File: src/rtl/color_command_writer_pkg.sv
// Shared Color_Manager widths, header constant and writer state encoding.
// Checksum framing is enabled by defining CMD_CHECKSUM_EN.
package color_command_writer_pkg;

  localparam int CMD_ADDR_W  = 10;
  localparam int CMD_DATA_W  = 14;
  localparam int CMD_ERR_W   = 8;
  localparam int CMD_TIMEOUT = 1000;

  localparam logic [7:0] CMD_HDR = 8'hA5;

  typedef enum logic [2:0] {
    ST_IDLE,
    ST_ADDR_H,
    ST_ADDR_L,
    ST_DATA_H,
    ST_DATA_L,
    ST_CSUM,
    ST_ISSUE
  } cmd_state_e;

endpackage

File: src/rtl/color_command_writer_if.sv
// Byte stream in, colour-entry write out, plus error/status outputs.
// master = writer side, slave = environment side.
interface color_command_writer_if
  import color_command_writer_pkg::*;
#(
  parameter int C_ADDR_WIDTH  = CMD_ADDR_W,
  parameter int C_DATA_WIDTH  = CMD_DATA_W,
  parameter int ERR_CNT_WIDTH = CMD_ERR_W
);

  logic [7:0]               Byte_In;
  logic                     Byte_Valid;
  logic                     Byte_Rdy;
  logic [C_ADDR_WIDTH-1:0]  C_Addr;
  logic [C_DATA_WIDTH-1:0]  C_Data;
  logic                     C_Valid;
  logic                     C_Rdy;
  logic                     Frame_Error;
  logic [ERR_CNT_WIDTH-1:0] Error_Count;
  logic                     Busy;

  modport master (
    input  Byte_In, Byte_Valid, C_Rdy,
    output Byte_Rdy, C_Addr, C_Data, C_Valid,
    output Frame_Error, Error_Count, Busy
  );

  modport slave (
    output Byte_In, Byte_Valid, C_Rdy,
    input  Byte_Rdy, C_Addr, C_Data, C_Valid,
    input  Frame_Error, Error_Count, Busy
  );

endinterface

File: src/rtl/color_command_writer_cmd_timeout_counter.sv
// Inter-byte idle counter; expired flags the edge on which it reaches
// TIMEOUT_CYCLES-1. Requires TIMEOUT_CYCLES >= 2.
module cmd_timeout_counter #(
  parameter int TIMEOUT_CYCLES = 1000
) (
  input  logic clk,
  input  logic rst,
  input  logic clear,
  input  logic enable,
  output logic expired
);

  localparam int CW = $clog2(TIMEOUT_CYCLES);
  localparam logic [CW-1:0] LIM = CW'(TIMEOUT_CYCLES - 2);

  logic [CW-1:0] cnt_q, cnt_d;

  always_comb begin
    cnt_d = '0;
    if (enable && !clear) cnt_d = cnt_q + CW'(1);
  end

  assign expired = enable && !clear && (cnt_q == LIM);

  always_ff @(posedge clk) begin
    if (rst) cnt_q <= '0;
    else     cnt_q <= cnt_d;
  end

endmodule

File: src/rtl/color_command_writer.sv
// Parses A5-headed command frames into Color_Manager entry writes.
// CMD_CHECKSUM_EN adds a trailing XOR checksum byte and its error path.
module color_command_writer
  import color_command_writer_pkg::*;
#(
  parameter int C_ADDR_WIDTH   = CMD_ADDR_W,
  parameter int C_DATA_WIDTH   = CMD_DATA_W,
  parameter int TIMEOUT_CYCLES = CMD_TIMEOUT,
  parameter int ERR_CNT_WIDTH  = CMD_ERR_W
) (
  input logic                    Clk,
  input logic                    Rst,
  color_command_writer_if.master bus
);

  cmd_state_e state_q, state_d;

  logic [7:0] addr_h_q, addr_h_d;
  logic [7:0] addr_l_q, addr_l_d;
  logic [7:0] data_h_q, data_h_d;
  logic [7:0] data_l_q, data_l_d;

  logic                     c_valid_q, c_valid_d;
  logic [C_ADDR_WIDTH-1:0]  c_addr_q, c_addr_d;
  logic [C_DATA_WIDTH-1:0]  c_data_q, c_data_d;
  logic                     frame_error_q, frame_error_d;
  logic [ERR_CNT_WIDTH-1:0] err_cnt_q, err_cnt_d;

  logic accept;
  logic cnt_en;
  logic expired;
  logic frame_done;

`ifdef CMD_CHECKSUM_EN
  logic csum_ok;
  assign csum_ok =
    (addr_h_q ^ addr_l_q ^ data_h_q ^ data_l_q) == bus.Byte_In;
`endif

  assign accept = bus.Byte_Valid && bus.Byte_Rdy;
  assign cnt_en = (state_q != ST_IDLE) && (state_q != ST_ISSUE);

  cmd_timeout_counter #(
    .TIMEOUT_CYCLES (TIMEOUT_CYCLES)
  ) u_timeout (
    .clk     (Clk),
    .rst     (Rst),
    .clear   (accept),
    .enable  (cnt_en),
    .expired (expired)
  );

  always_ff @(posedge Clk) begin
    if (Rst) begin
      state_q       <= ST_IDLE;
      addr_h_q      <= '0;
      addr_l_q      <= '0;
      data_h_q      <= '0;
      data_l_q      <= '0;
      c_valid_q     <= 1'b0;
      c_addr_q      <= '0;
      c_data_q      <= '0;
      frame_error_q <= 1'b0;
      err_cnt_q     <= '0;
    end else begin
      state_q       <= state_d;
      addr_h_q      <= addr_h_d;
      addr_l_q      <= addr_l_d;
      data_h_q      <= data_h_d;
      data_l_q      <= data_l_d;
      c_valid_q     <= c_valid_d;
      c_addr_q      <= c_addr_d;
      c_data_q      <= c_data_d;
      frame_error_q <= frame_error_d;
      err_cnt_q     <= err_cnt_d;
    end
  end

  always_comb begin
    state_d       = state_q;
    frame_error_d = 1'b0;
    frame_done    = 1'b0;
    unique case (state_q)
      ST_IDLE:
        if (accept && bus.Byte_In == CMD_HDR)
          state_d = ST_ADDR_H;
      ST_ADDR_H: if (accept) state_d = ST_ADDR_L;
      ST_ADDR_L: if (accept) state_d = ST_DATA_H;
      ST_DATA_H: if (accept) state_d = ST_DATA_L;
`ifdef CMD_CHECKSUM_EN
      ST_DATA_L: if (accept) state_d = ST_CSUM;
      ST_CSUM:
        if (accept) begin
          if (csum_ok) begin
            state_d    = ST_ISSUE;
            frame_done = 1'b1;
          end else begin
            state_d       = ST_IDLE;
            frame_error_d = 1'b1;
          end
        end
`else
      ST_DATA_L:
        if (accept) begin
          state_d    = ST_ISSUE;
          frame_done = 1'b1;
        end
`endif
      ST_ISSUE: if (bus.C_Rdy) state_d = ST_IDLE;
      default:  state_d = ST_IDLE;
    endcase
    // a byte landing on the expiry edge keeps the frame alive
    if (expired && !accept) begin
      state_d       = ST_IDLE;
      frame_error_d = 1'b1;
    end
  end

  always_comb begin
    addr_h_d  = addr_h_q;
    addr_l_d  = addr_l_q;
    data_h_d  = data_h_q;
    data_l_d  = data_l_q;
    c_valid_d = c_valid_q;
    c_addr_d  = c_addr_q;
    c_data_d  = c_data_q;
    err_cnt_d = err_cnt_q;
    if (accept) begin
      unique case (state_q)
        ST_ADDR_H: addr_h_d = bus.Byte_In;
        ST_ADDR_L: addr_l_d = bus.Byte_In;
        ST_DATA_H: data_h_d = bus.Byte_In;
        ST_DATA_L: data_l_d = bus.Byte_In;
        default:   ;
      endcase
    end
    if (frame_done) begin
      c_valid_d = 1'b1;
      c_addr_d  = C_ADDR_WIDTH'({addr_h_q, addr_l_q});
      c_data_d  = C_DATA_WIDTH'({data_h_q, data_l_d});
    end else if (state_q == ST_ISSUE && bus.C_Rdy) begin
      c_valid_d = 1'b0;
    end
    if (frame_error_d && !(&err_cnt_q))
      err_cnt_d = err_cnt_q + ERR_CNT_WIDTH'(1);
  end

  always_comb begin
    bus.Byte_Rdy = !Rst && (state_q != ST_ISSUE);
    bus.Busy     = state_q != ST_IDLE;
  end

  assign bus.C_Valid     = c_valid_q;
  assign bus.C_Addr      = c_addr_q;
  assign bus.C_Data      = c_data_q;
  assign bus.Frame_Error = frame_error_q;
  assign bus.Error_Count = err_cnt_q;

endmodule

File: src/flat_wrapper.sv
// flat-port wrapper written by rule: the top's interface ports become plain ports
module color_command_writer_flat import color_command_writer_pkg::*;
#(
  parameter int C_ADDR_WIDTH   = CMD_ADDR_W,
  parameter int C_DATA_WIDTH   = CMD_DATA_W,
  parameter int TIMEOUT_CYCLES = CMD_TIMEOUT,
  parameter int ERR_CNT_WIDTH  = CMD_ERR_W
)
  (Clk, Rst, bus_Byte_In, bus_Byte_Valid, bus_C_Rdy, bus_Byte_Rdy, bus_C_Addr, bus_C_Data, bus_C_Valid, bus_Frame_Error, bus_Error_Count, bus_Busy);
  color_command_writer_if #(.C_ADDR_WIDTH(C_ADDR_WIDTH), .C_DATA_WIDTH(C_DATA_WIDTH), .ERR_CNT_WIDTH(ERR_CNT_WIDTH)) bus_i ();
  input logic Clk;
  input logic Rst;
  input wire logic [$bits(bus_i.Byte_In)-1:0] bus_Byte_In;
  input wire logic [$bits(bus_i.Byte_Valid)-1:0] bus_Byte_Valid;
  input wire logic [$bits(bus_i.C_Rdy)-1:0] bus_C_Rdy;
  output wire logic [$bits(bus_i.Byte_Rdy)-1:0] bus_Byte_Rdy;
  output wire logic [$bits(bus_i.C_Addr)-1:0] bus_C_Addr;
  output wire logic [$bits(bus_i.C_Data)-1:0] bus_C_Data;
  output wire logic [$bits(bus_i.C_Valid)-1:0] bus_C_Valid;
  output wire logic [$bits(bus_i.Frame_Error)-1:0] bus_Frame_Error;
  output wire logic [$bits(bus_i.Error_Count)-1:0] bus_Error_Count;
  output wire logic [$bits(bus_i.Busy)-1:0] bus_Busy;
  assign bus_i.Byte_In = bus_Byte_In;
  assign bus_i.Byte_Valid = bus_Byte_Valid;
  assign bus_i.C_Rdy = bus_C_Rdy;
  assign bus_Byte_Rdy = bus_i.Byte_Rdy;
  assign bus_C_Addr = bus_i.C_Addr;
  assign bus_C_Data = bus_i.C_Data;
  assign bus_C_Valid = bus_i.C_Valid;
  assign bus_Frame_Error = bus_i.Frame_Error;
  assign bus_Error_Count = bus_i.Error_Count;
  assign bus_Busy = bus_i.Busy;
  color_command_writer #(.C_ADDR_WIDTH(C_ADDR_WIDTH), .C_DATA_WIDTH(C_DATA_WIDTH), .TIMEOUT_CYCLES(TIMEOUT_CYCLES), .ERR_CNT_WIDTH(ERR_CNT_WIDTH)) u_core (.Clk(Clk), .Rst(Rst), .bus(bus_i));
endmodule
File: config.mk
export PLATFORM = sky130hd
export DESIGN_NAME = color_command_writer_flat
export DESIGN_NICKNAME = d
export VERILOG_FILES = /design/src/rtl/color_command_writer_pkg.sv /design/src/rtl/color_command_writer_if.sv /design/src/rtl/color_command_writer_cmd_timeout_counter.sv /design/src/rtl/color_command_writer.sv /design/src/flat_wrapper.sv
export SDC_FILE = /design/constraint.sdc
export NUM_CORES = 1
export LEC_CHECK = 0
export CAP_MARGIN = 0
export CORE_ASPECT_RATIO = 1.75
export CORE_UTILIZATION = 53
export CTS_BUF_LIST = sky130_fd_sc_hd__clkbuf_8
export DETAILED_ROUTE_END_ITERATION = 6
export PLACE_DENSITY = 0.8
export SLEW_MARGIN = 20
export SYNTH_ARGS = -nofsm -noshare
export SYNTH_HDL_FRONTEND = slang
export SYNTH_SLANG_ARGS = --single-unit
File: constraint.sdc
create_clock -name Clk -period 2.44 [get_ports Clk]
set_clock_uncertainty 0.1 [all_clocks]
set_input_delay 0.732 -clock Clk [delete_from_list [all_inputs] [get_ports Clk]]
set_output_delay 0.732 -clock Clk [all_outputs]
set_load 0.05 [all_outputs]
==> impl_results.md <==
- GRT overflow: 0
- Final GP Congestion: 0.900
- Final Cell Area: about 3500 µm²
- Most numerous cell in the Yosys netlist: dfxtp_1
- Final Slew Violations: 0
- Syn. warnings: 0
- Met3 wire length: 253 µm
- Setup bufs post-CTS: 0
- Synth top area share: 48.7%
- Asr flop ratio synth: 0%
- CTS tree: built
- # Max-Cap Violations: 0
- # fillers: 364
- Worst Setup End Kind: output port
- Via Count: 2324
- Root Buffer: clkbuf_8
- Routed Antenna Nets: 0
- Syn nets: 315
- Post-synthesis mux area share: 7.44%
- Most frequent cells after synthesis: 63 x dfxtp_1, 58 x nand2_1, 38 x nor2_1
- Final Hold Viols: 0
- Worst path slowest cell: clkdlybuf4s50_1
- Max clock buf depth: 2
- Top Metal Used: met4
- Core ar.: about 4700 µm²
- Worst path max stage delay: 830 ps
- Nets: 376
- Clk sink count: 63
- Compound-Gate Fraction of Synth Area: between 10% and 20%
- Met2 routed WL: around 3300 µm
- LEAKAGE: 1.30 nW
- Post-synth EDFFs: 0
- Mapped Cells: 300
- Cell taking the most area after synthesis: dfxtp_1
- Worst hold path type: reg2reg
- Sum of buffers and inverters on the critical path: 1
- Htree depth: 3
- Chip height: 94.5 µm
- Status: complete, no violations
- Max Clk Rate: about 0.42 GHz
- Ant. Diodes: 0
- Largest fanout on the critical path: 5
- Post-cts hold buffer count: 0
- Final setup vio count: 0
- Final WS setup: 40.3 ps
- Avg WL per Cell: 14.2 µm
- Iter 0 DRT Violations: between 40 and 50
- Global-route wire length before repair: ~9100 µm
- CP Cell Sequence: clkdlybuf4s50_1
- Post-synth top flop: dfxtp_1
- Worst-Skew Late Latency: 350 ps
- Standard-cell rows: 33
- Syn_area_per_cell: 8.63 µm²
- Largest net degree at the start of global routing: 37
- CP required: between 1500 and 2000 ps
- Synth cell types: 45
- Synth Register Bits: 63
- CTS Buf Count: 9
- DIE AREA: 5180 µm²
- DRT met1 WL: 2230 µm
- Share of layout cells above drive strength 1: 13.9%
- Area grow syn2layout: 34.7%
- Drc violations: 0
- Clock Pin Slew Worst Setup and Hold Paths: 70 ps
- I/O Pins: 48
- CP delay by family, top: buffers and inverters
- Pwr dens: 631 nW/µm²
- Largest family of logic cells by synthesized area: simple AND/OR/NAND/NOR gates
- CP startpoint kind: flip-flop
- Worst Path Arrival: approximately 1600 ps
- Actual slew at the worst max-slew pin: 590 ps
- Slew Limit Headroom: between 60% and 70%
- Tcrit/Tclk final: 98.3%
- Simple-gate share of the synthesized area: 24.5%
- Setup CP Type: reg2out
- PortBufs: 47
- Via count of the first global-routing pass: 2088
- Synthesized cell area: 2590 µm²
- RSZ-0062 raised after global routing: no
- Post-DP HPWL: just over 4000 µm
- Via/cell ratio: roughly 5.6
- Seq/Total Area, Yosys: between 40% and 50%
- Post-route minimum period: around 2400 ps
- Initial antenna violation count: 0
- Die width: approximately 55 µm
- Wirelength, routed: a little under 6000 µm
- Max VDD drop: 564 µV
- Drt pass-1 iters: 4
- Adder-Cell Fraction of Synth Area: roughly 1.4%
- Post-route insts no fill: 418
- Placed cells: roughly 400
- Initial Util: 55.0%
- Area contributors post-synth: dfxtp_1 49%, nand2_1 8.4%, mux2i_1 6.6%
- Dpl ws: -115 ps
- Area after DPL: 3240 µm²
- Post-Synth XOR/XNOR Area: between 3 and 4%
- Total track usage: 25.0%
- R2R Setup Slk: approximately 400 ps
==> path summary, 6_finish.rpt <==
| kind | from | end | cells past startpoint |
|---|---|---|---|
| setup reg to reg | u_core.state_q[1]$_SDFFE_PP0P_ | u_core.bus.Error_Count[7]$_SDFFE_PP0P_ | 4 |
| setup / recovery | u_core.bus.Error_Count[6]$_SDFFE_PP0P_ | bus_Error_Count[6] | 1 |
| hold / removal | u_core.bus.C_Addr[7]$_SDFFE_PP0P_ | u_core.bus.C_Addr[7]$_SDFFE_PP0P_ | 2 |
| hold reg to reg | u_core.bus.C_Addr[7]$_SDFFE_PP0P_ | u_core.bus.C_Addr[7]$_SDFFE_PP0P_ | 2 |
==> layer usage <==
layer,global-route usage [%],vias up
li1,-,1151
met1,25.2,1093
met2,43.6,61
met3,7.41,19
met4,13.0,0
met5,0,-
==> per-stage QoR <==
stage                     hold slack [ps]  TNS [ps]  util, %  total power [W]
after floorplan                       330         0        -          0.00107
after global placement                337      -302     68.8          0.00112
after detailed placement              346      -372     68.8          0.00112
after CTS                             355         0     74.0          0.00221
after global routing                  370         0     74.1          0.00226
final                                 352         0     74.1          0.00220
==> kinds of logic after synthesis <==
kind of cell | count (synthesis)
XOR/XNOR | 9
flip-flops | 63
AND/OR/NAND/NOR | 137
buffers and inverters | 20
multiplexers | 19
AO/OA/AOI/OAI | 49
adder cells (fa/ha/maj) | 3
==> cells in the final DEF, fill, tap and decap left out, drive strengths merged, types with 2 or more instances in the layout <==
cell type      instances
a2111oi                2
a211oi                 2
a21oi                 30
a311oi                 3
a31oi                  3
and2                   2
and3                   3
and4                   2
buf                   27
bufinv                 3
clkbuf                 9
clkdlybuf4s50         38
clkinv                 2
dfxtp                 63
ha                     3
inv                    4
mux2                   2
mux2i                 17
nand2                 58
nand2b                 4
nand3                  6
nand4                  2
nor2                  38
nor2b                  4
nor3                   4
nor3b                  2
nor4                   2
nor4b                  2
o21ai                  2
or3                    2
xnor2                  5
xor2                   4
==> power by group <==
group          internal [W]  switching [W]  total (W)
combinational     0.0000341      0.0000376  0.0000717
clock              0.000681       0.000421    0.00110
sequential          0.00103    0.000000162    0.00103
total               0.00174       0.000458    0.00220
==> registers in the layout, summed over array words and instances (netlist names) <==
name	count
u_core.data_h_q	6
u_core.bus.C_Data	14
u_core.state_q	3
u_core.bus.C_Valid	1
u_core.bus.Error_Count	8
u_core.u_timeout.cnt_q	10
u_core.bus.C_Addr	10
u_core.addr_l_q	8
u_core.bus.Frame_Error	1
u_core.addr_h_q	2
==> worst min-delay path, cell delays in order (launching register included) <==
cell,delay (ps)
dfxtp_1,310
nand2_1,50
a21oi_1,50
==> cell type report <==
class                   instances  area, µm²  share of cell area [%]
multi-input cells             217       1250                    35.9
clock buffers                   9        124                    3.55
inverters                       3       11.3                   0.323
well taps                      52       65.1                    1.87
flip-flops and latches         63       1260                    36.2
repair buffers                 67        652                    18.7
clock inverters                 7        120                    3.45
==> what timing repair did <==
action	4_1_cts	5_1_grt
gates resized for setup	1	2
endpoints found under the setup margin	1	2
pin swaps	0	0
Note: power is estimated with default switching activity, not from simulation.
==> RTL edit 1: new RTL, config.mk and constraints unchanged <==
Add a define of `CMD_CHECKSUM_EN`.
--- a/src/rtl/color_command_writer.sv
+++ b/src/rtl/color_command_writer.sv
@@ -2,2 +2,4 @@
 // CMD_CHECKSUM_EN adds a trailing XOR checksum byte and its error path.
+`define CMD_CHECKSUM_EN
+
 module color_command_writer
Behaviour: not the same (a bounded check fails within 10 cycles, from zero or initial values and one cycle with Rst high).
==> RTL edit 1 against the unedited design <==
Cell area rose by 38%. Sequential cell count increased by 16. Area after synthesis increased by 41%. Clock power decreased by 20%. First-iteration DRC count rose to 4.2 times the old value. Worst setup slack worse by 0.020 ns. Register-to-register slack got worse by 0.34 ns. Total power increased by 3.3%. Largest cell class is now multi-input combinational cells. Wire length rose by 47%.
==> RTL edit 1: results (changes against the unedited design) <==
clock buffer depth 2 (unchanged); Root Buffer Master clkbuf_8; detailed-route via count 3005 (+29%); syn nets 401 (+27%); first drt pass iteration count 4 (unchanged); routability cong. 0.890 (-1.2%); later-pin clock latency in the skew report 0.36 ns; largest net degree at the start of global routing 30 (-19%); H-tree Lvls 3 (unchanged); Num CTS Buffers 9 (unchanged); ys flop type dfxtp_1; gr usage total 0.261 (+0.0105); peak supply drop 0.378 mV (-33%); first-pass GRT wire length 14100 microns (+55%); post-CTS setup repair buffer count 6 (+6); CP max-delay cell or2_4; Post-CTS Resized 16 (+15); share of flip-flops with an asynchronous set or reset 0 (unchanged); Synth top cells by count dfxtp_1 (79), nand2_1 (70), nor2_1 (35); leakage 1.99 nW (+54%); post-route DRC violation count 0 (unchanged); Post-DP HPWL 6140 microns (+52%); yosys warns 0 (unchanged); # placed instances 533 (+33%); CP delay by family, top simple AND/OR/NAND/NOR gates; hold-fix buffers at CTS 0 (unchanged); final std cells w/o fill 557 (+33%); outcome finished clean; Post-Route WL 8670 microns (+47%); Area contributors post-synth dfxtp_1 (43%), nand2_1 (7.2%), xnor2_1 (5.0%); initial DRC count 193 (+320%); dpl cell area 4470 sq um (+38%); Hold Path Class register to register; NumNets Final 485 (+29%); initial antenna violation count 0 (unchanged); Syn Area/Cell 9.44 sq um (+9.4%); Slew headroom 0.660 (+0.0572); CP max stage delay 0.31 ns (-0.52 ns); Data arrival, critical path 2.57 ns (+1.00 ns); maximum fanout along the worst path 7 (+2); CTS clk-pin slew, worst paths 0.08 ns; layout cells sized above 1 0.232 (+0.0922); Synth cell types 43 (-4.4%); pre-CTS WS -0.652 ns (-0.537 ns); IO Port Bufs 47 (unchanged); max reg flops 14 (unchanged); vias in the first global route 3051 (+46%); sequential area share after synthesis 0.434 (-0.0531); antenna fix cells 0 (unchanged)
==> RTL edit 1: path summary, 6_finish.rpt <==
| check | from | to | slack [ns] | depth (start not counted) |
|---|---|---|---|---|
| min reg2reg | u_core.bus.C_Data[7]$_SDFFE_PP0P_ | u_core.bus.C_Data[7]$_SDFFE_PP0P_ | 0.36 | 2 |
| max | bus_Byte_In[1] | u_core.bus.C_Addr[8]$_SDFFE_PP0P_ | 0.02 | 9 |
| min | u_core.bus.C_Data[7]$_SDFFE_PP0P_ | u_core.bus.C_Data[7]$_SDFFE_PP0P_ | 0.36 | 2 |
| max reg2reg | u_core.data_h_q[4]$_SDFFE_PP0P_ | u_core.bus.C_Addr[8]$_SDFFE_PP0P_ | 0.06 | 8 |
==> RTL edit 1: kinds of logic (layout without fill, tap and decap cells) <==
family,after synthesis,count (layout),synth area share
adders and majority gates,3,3,0.0103
xor gates and xnor gates,32,32,0.107
AOI/OAI and AO/OA,30,30,0.0529
buffers and inverters,21,110,0.0306
DFF,79,79,0.434
and+or+nand+nor,182,182,0.239
muxes,39,39,0.126
==> RTL edit 1: metal layers <==
metal	vias to the layer above	share of wire	GRT usage
li1	1466	-	-
met1	1436	0.38	0.252
met2	79	0.54	0.481
met3	24	0.037	0.0656
met4	0	0.038	0.151
met5	-	0	0
==> RTL edit 1: power breakdown <==
part	total [mW]	switching [mW]	internal, mW
Sequential	1.29	0.000175	1.29
Clock	0.875	0.461	0.414
Combinational	0.112	0.0599	0.0519
Total	2.27	0.521	1.75
==> RTL edit 1: cell type report <==
type / instances / area [sq um]
clock buffers: 11 / 151
repair buffers: 90 / 897
inverters: 4 / 15.0
fillers: 495 / 1770
clock inverters: 5 / 25.0
flip-flops and latches: 79 / 1590
multi-input cells: 286 / 2040
well taps: 82 / 103
==> RTL edit 2: new RTL, same flow settings <==
Made on the original files. Re-encode `cmd_state_e` (7 states) as Gray code, 3 bits wide.
--- a/src/rtl/color_command_writer_pkg.sv
+++ b/src/rtl/color_command_writer_pkg.sv
@@ -12,9 +12,9 @@
   typedef enum logic [2:0] {
-    ST_IDLE,
-    ST_ADDR_H,
-    ST_ADDR_L,
-    ST_DATA_H,
-    ST_DATA_L,
-    ST_CSUM,
-    ST_ISSUE
+    ST_IDLE   = 3'b000,
+    ST_ADDR_H = 3'b001,
+    ST_ADDR_L = 3'b011,
+    ST_DATA_H = 3'b010,
+    ST_DATA_L = 3'b110,
+    ST_CSUM   = 3'b111,
+    ST_ISSUE  = 3'b101
   } cmd_state_e;
Formal check against the unedited RTL: same outputs for any inputs over 10 cycles, from zero or initial values and one cycle with Rst high; not proved beyond that.
==> RTL edit 2 against the unedited design <==
Sequential cell count stayed put. Critical path type unchanged. Cell area is 2.7% lower. Via count is 4.5% lower. Area after synthesis is 0.24% lower. Synthesized cell count stayed put. Combinational power is 8.1% lower. First-iteration DRC count is 37% higher. Total power is 3.6% lower. Critical endpoint is now bus_Error_Count[2]. Global-route usage is 1.0 points lower. Wire length is 4.6% lower. Critical path depth stayed put. Worst setup slack better by 0.035 ns.
==> RTL edit 2: results (changes against the unedited design) <==
Root Buffer Master clkbuf_8; global routing usage on met3 0.0821 (+0.00805); max reg flops 14 (unchanged); first drt pass iteration count 6 (+2); largest net degree at the start of global routing 53 (+43%); post-synthesis xor/xnor area fraction 0.0407 (+0.0102); detailed-route via count 2220 (-4.5%); share of synthesized area spent on multiplexers 0.0484 (-0.0260); fill count 355 (-2.5%); Synth cell types 41 (-8.9%); post-synthesis adder-cell area fraction 0.0145 (+0.0000351); Avg WL per Cell 13.7 microns (-3.0%); # placed instances 396 (-1.5%); Worst R2R Setup Slack 0.61 ns (+0.21 ns); NumNets Final 370 (-1.6%); initial DRC count 63 (+37%); Multi-input gate area 1200 sq um (-3.7%); clock buffers 12 (+3); #MultiIn Comb 213 (-1.8%); worst slew pin tran 0.515 ns (-0.0746 ns); pre-CTS WS -0.0378 ns (+0.0771 ns); Global Route met1 Usage 0.253 (+0.00102); layout cells sized above 1 0.128 (-0.0112); sequential area share after synthesis 0.488 (+0.00118); CP endpoint bus_Error_Count[2]; Switching Power 413 uW (-9.9%); Post-CTS Resized 0 (-1); routability cong. 0.755 (-16%); gr usage total 0.240 (-0.0104); met2 usage 0.413 (-0.0231); Synth top cells by count dfxtp_1 (63), nand2_1 (61), a21oi_1 (37); dpl cell area 3150 sq um (-2.7%); Syn Area/Cell 8.61 sq um (-0.24%); met2 routed WL 3130 microns (-3.7%); WL met3 240 microns (-5.1%); Final Cycle Share 0.969 (-0.0145); non-clock buffer count 62 (-7.5%); vias in the first global route 2003 (-4.1%); die width 54.8 microns (-0.12%); first-pass GRT wire length 8780 microns (-3.7%); leakage 1.30 nW (-0.14%); Synth Area in Compound Gates 0.102 (-0.0152); peak supply drop 0.527 mV (-6.5%); CP delay by family, top buffers and inverters; outcome finished clean; Post-DP HPWL 3880 microns (-4.2%); non-clk buf share 0.179 (-0.00774); maximum fanout along the worst path 4 (-1); Layout clock area frac 0.0679 (-0.00212); FF+latch area 1260 sq um (about the same); inverters 6 (+3); final std cells w/o fill 411 (-1.7%); Area contributors post-synth dfxtp_1 (49%), nand2_1 (8.9%), a21oi_1 (7.2%); power per standard cell area 625 nW/um^2 (-0.98%); worst hold path endpoint u_core.bus.C_Data[7]$_SDFFE_PP0P_; worst r2r src u_core.u_timeout.cnt_q[0]$_SDFF_PP0_; Data arrival, critical path 1.53 ns (-0.04 ns); CP max-delay cell clkdlybuf4s50_1; uppermost layer routed met4; hold_sp u_core.bus.C_Data[7]$_SDFFE_PP0P_
[RTL edit 2: cell types whose count changed after synthesis, moves of 3 or more]
| cell | before | now |
|---|---|---|
| nand3_1 | 6 | 15 |
| nor2_1 | 38 | 29 |
| a21oi_1 | 30 | 37 |
| mux2i_1 | 17 | 11 |
| a311oi_1 | 3 | 0 |
| a31oi_1 | 3 | 0 |
| buf_1 | 3 | 0 |
| inv_1 | 3 | 6 |
| nand2_1 | 58 | 61 |
| xor2_1 | 4 | 7 |
[RTL edit 2: power groups by stage]
stage               Sequential (mW)  Combinational [mW]  Clock, mW
finish                         1.03              0.0659       1.03
global route                   1.03              0.0699       1.09
CTS                            1.03              0.0662       1.04
detailed placement             1.05              0.0646          0
global placement               1.05              0.0648          0
floorplan                      1.05              0.0287          0
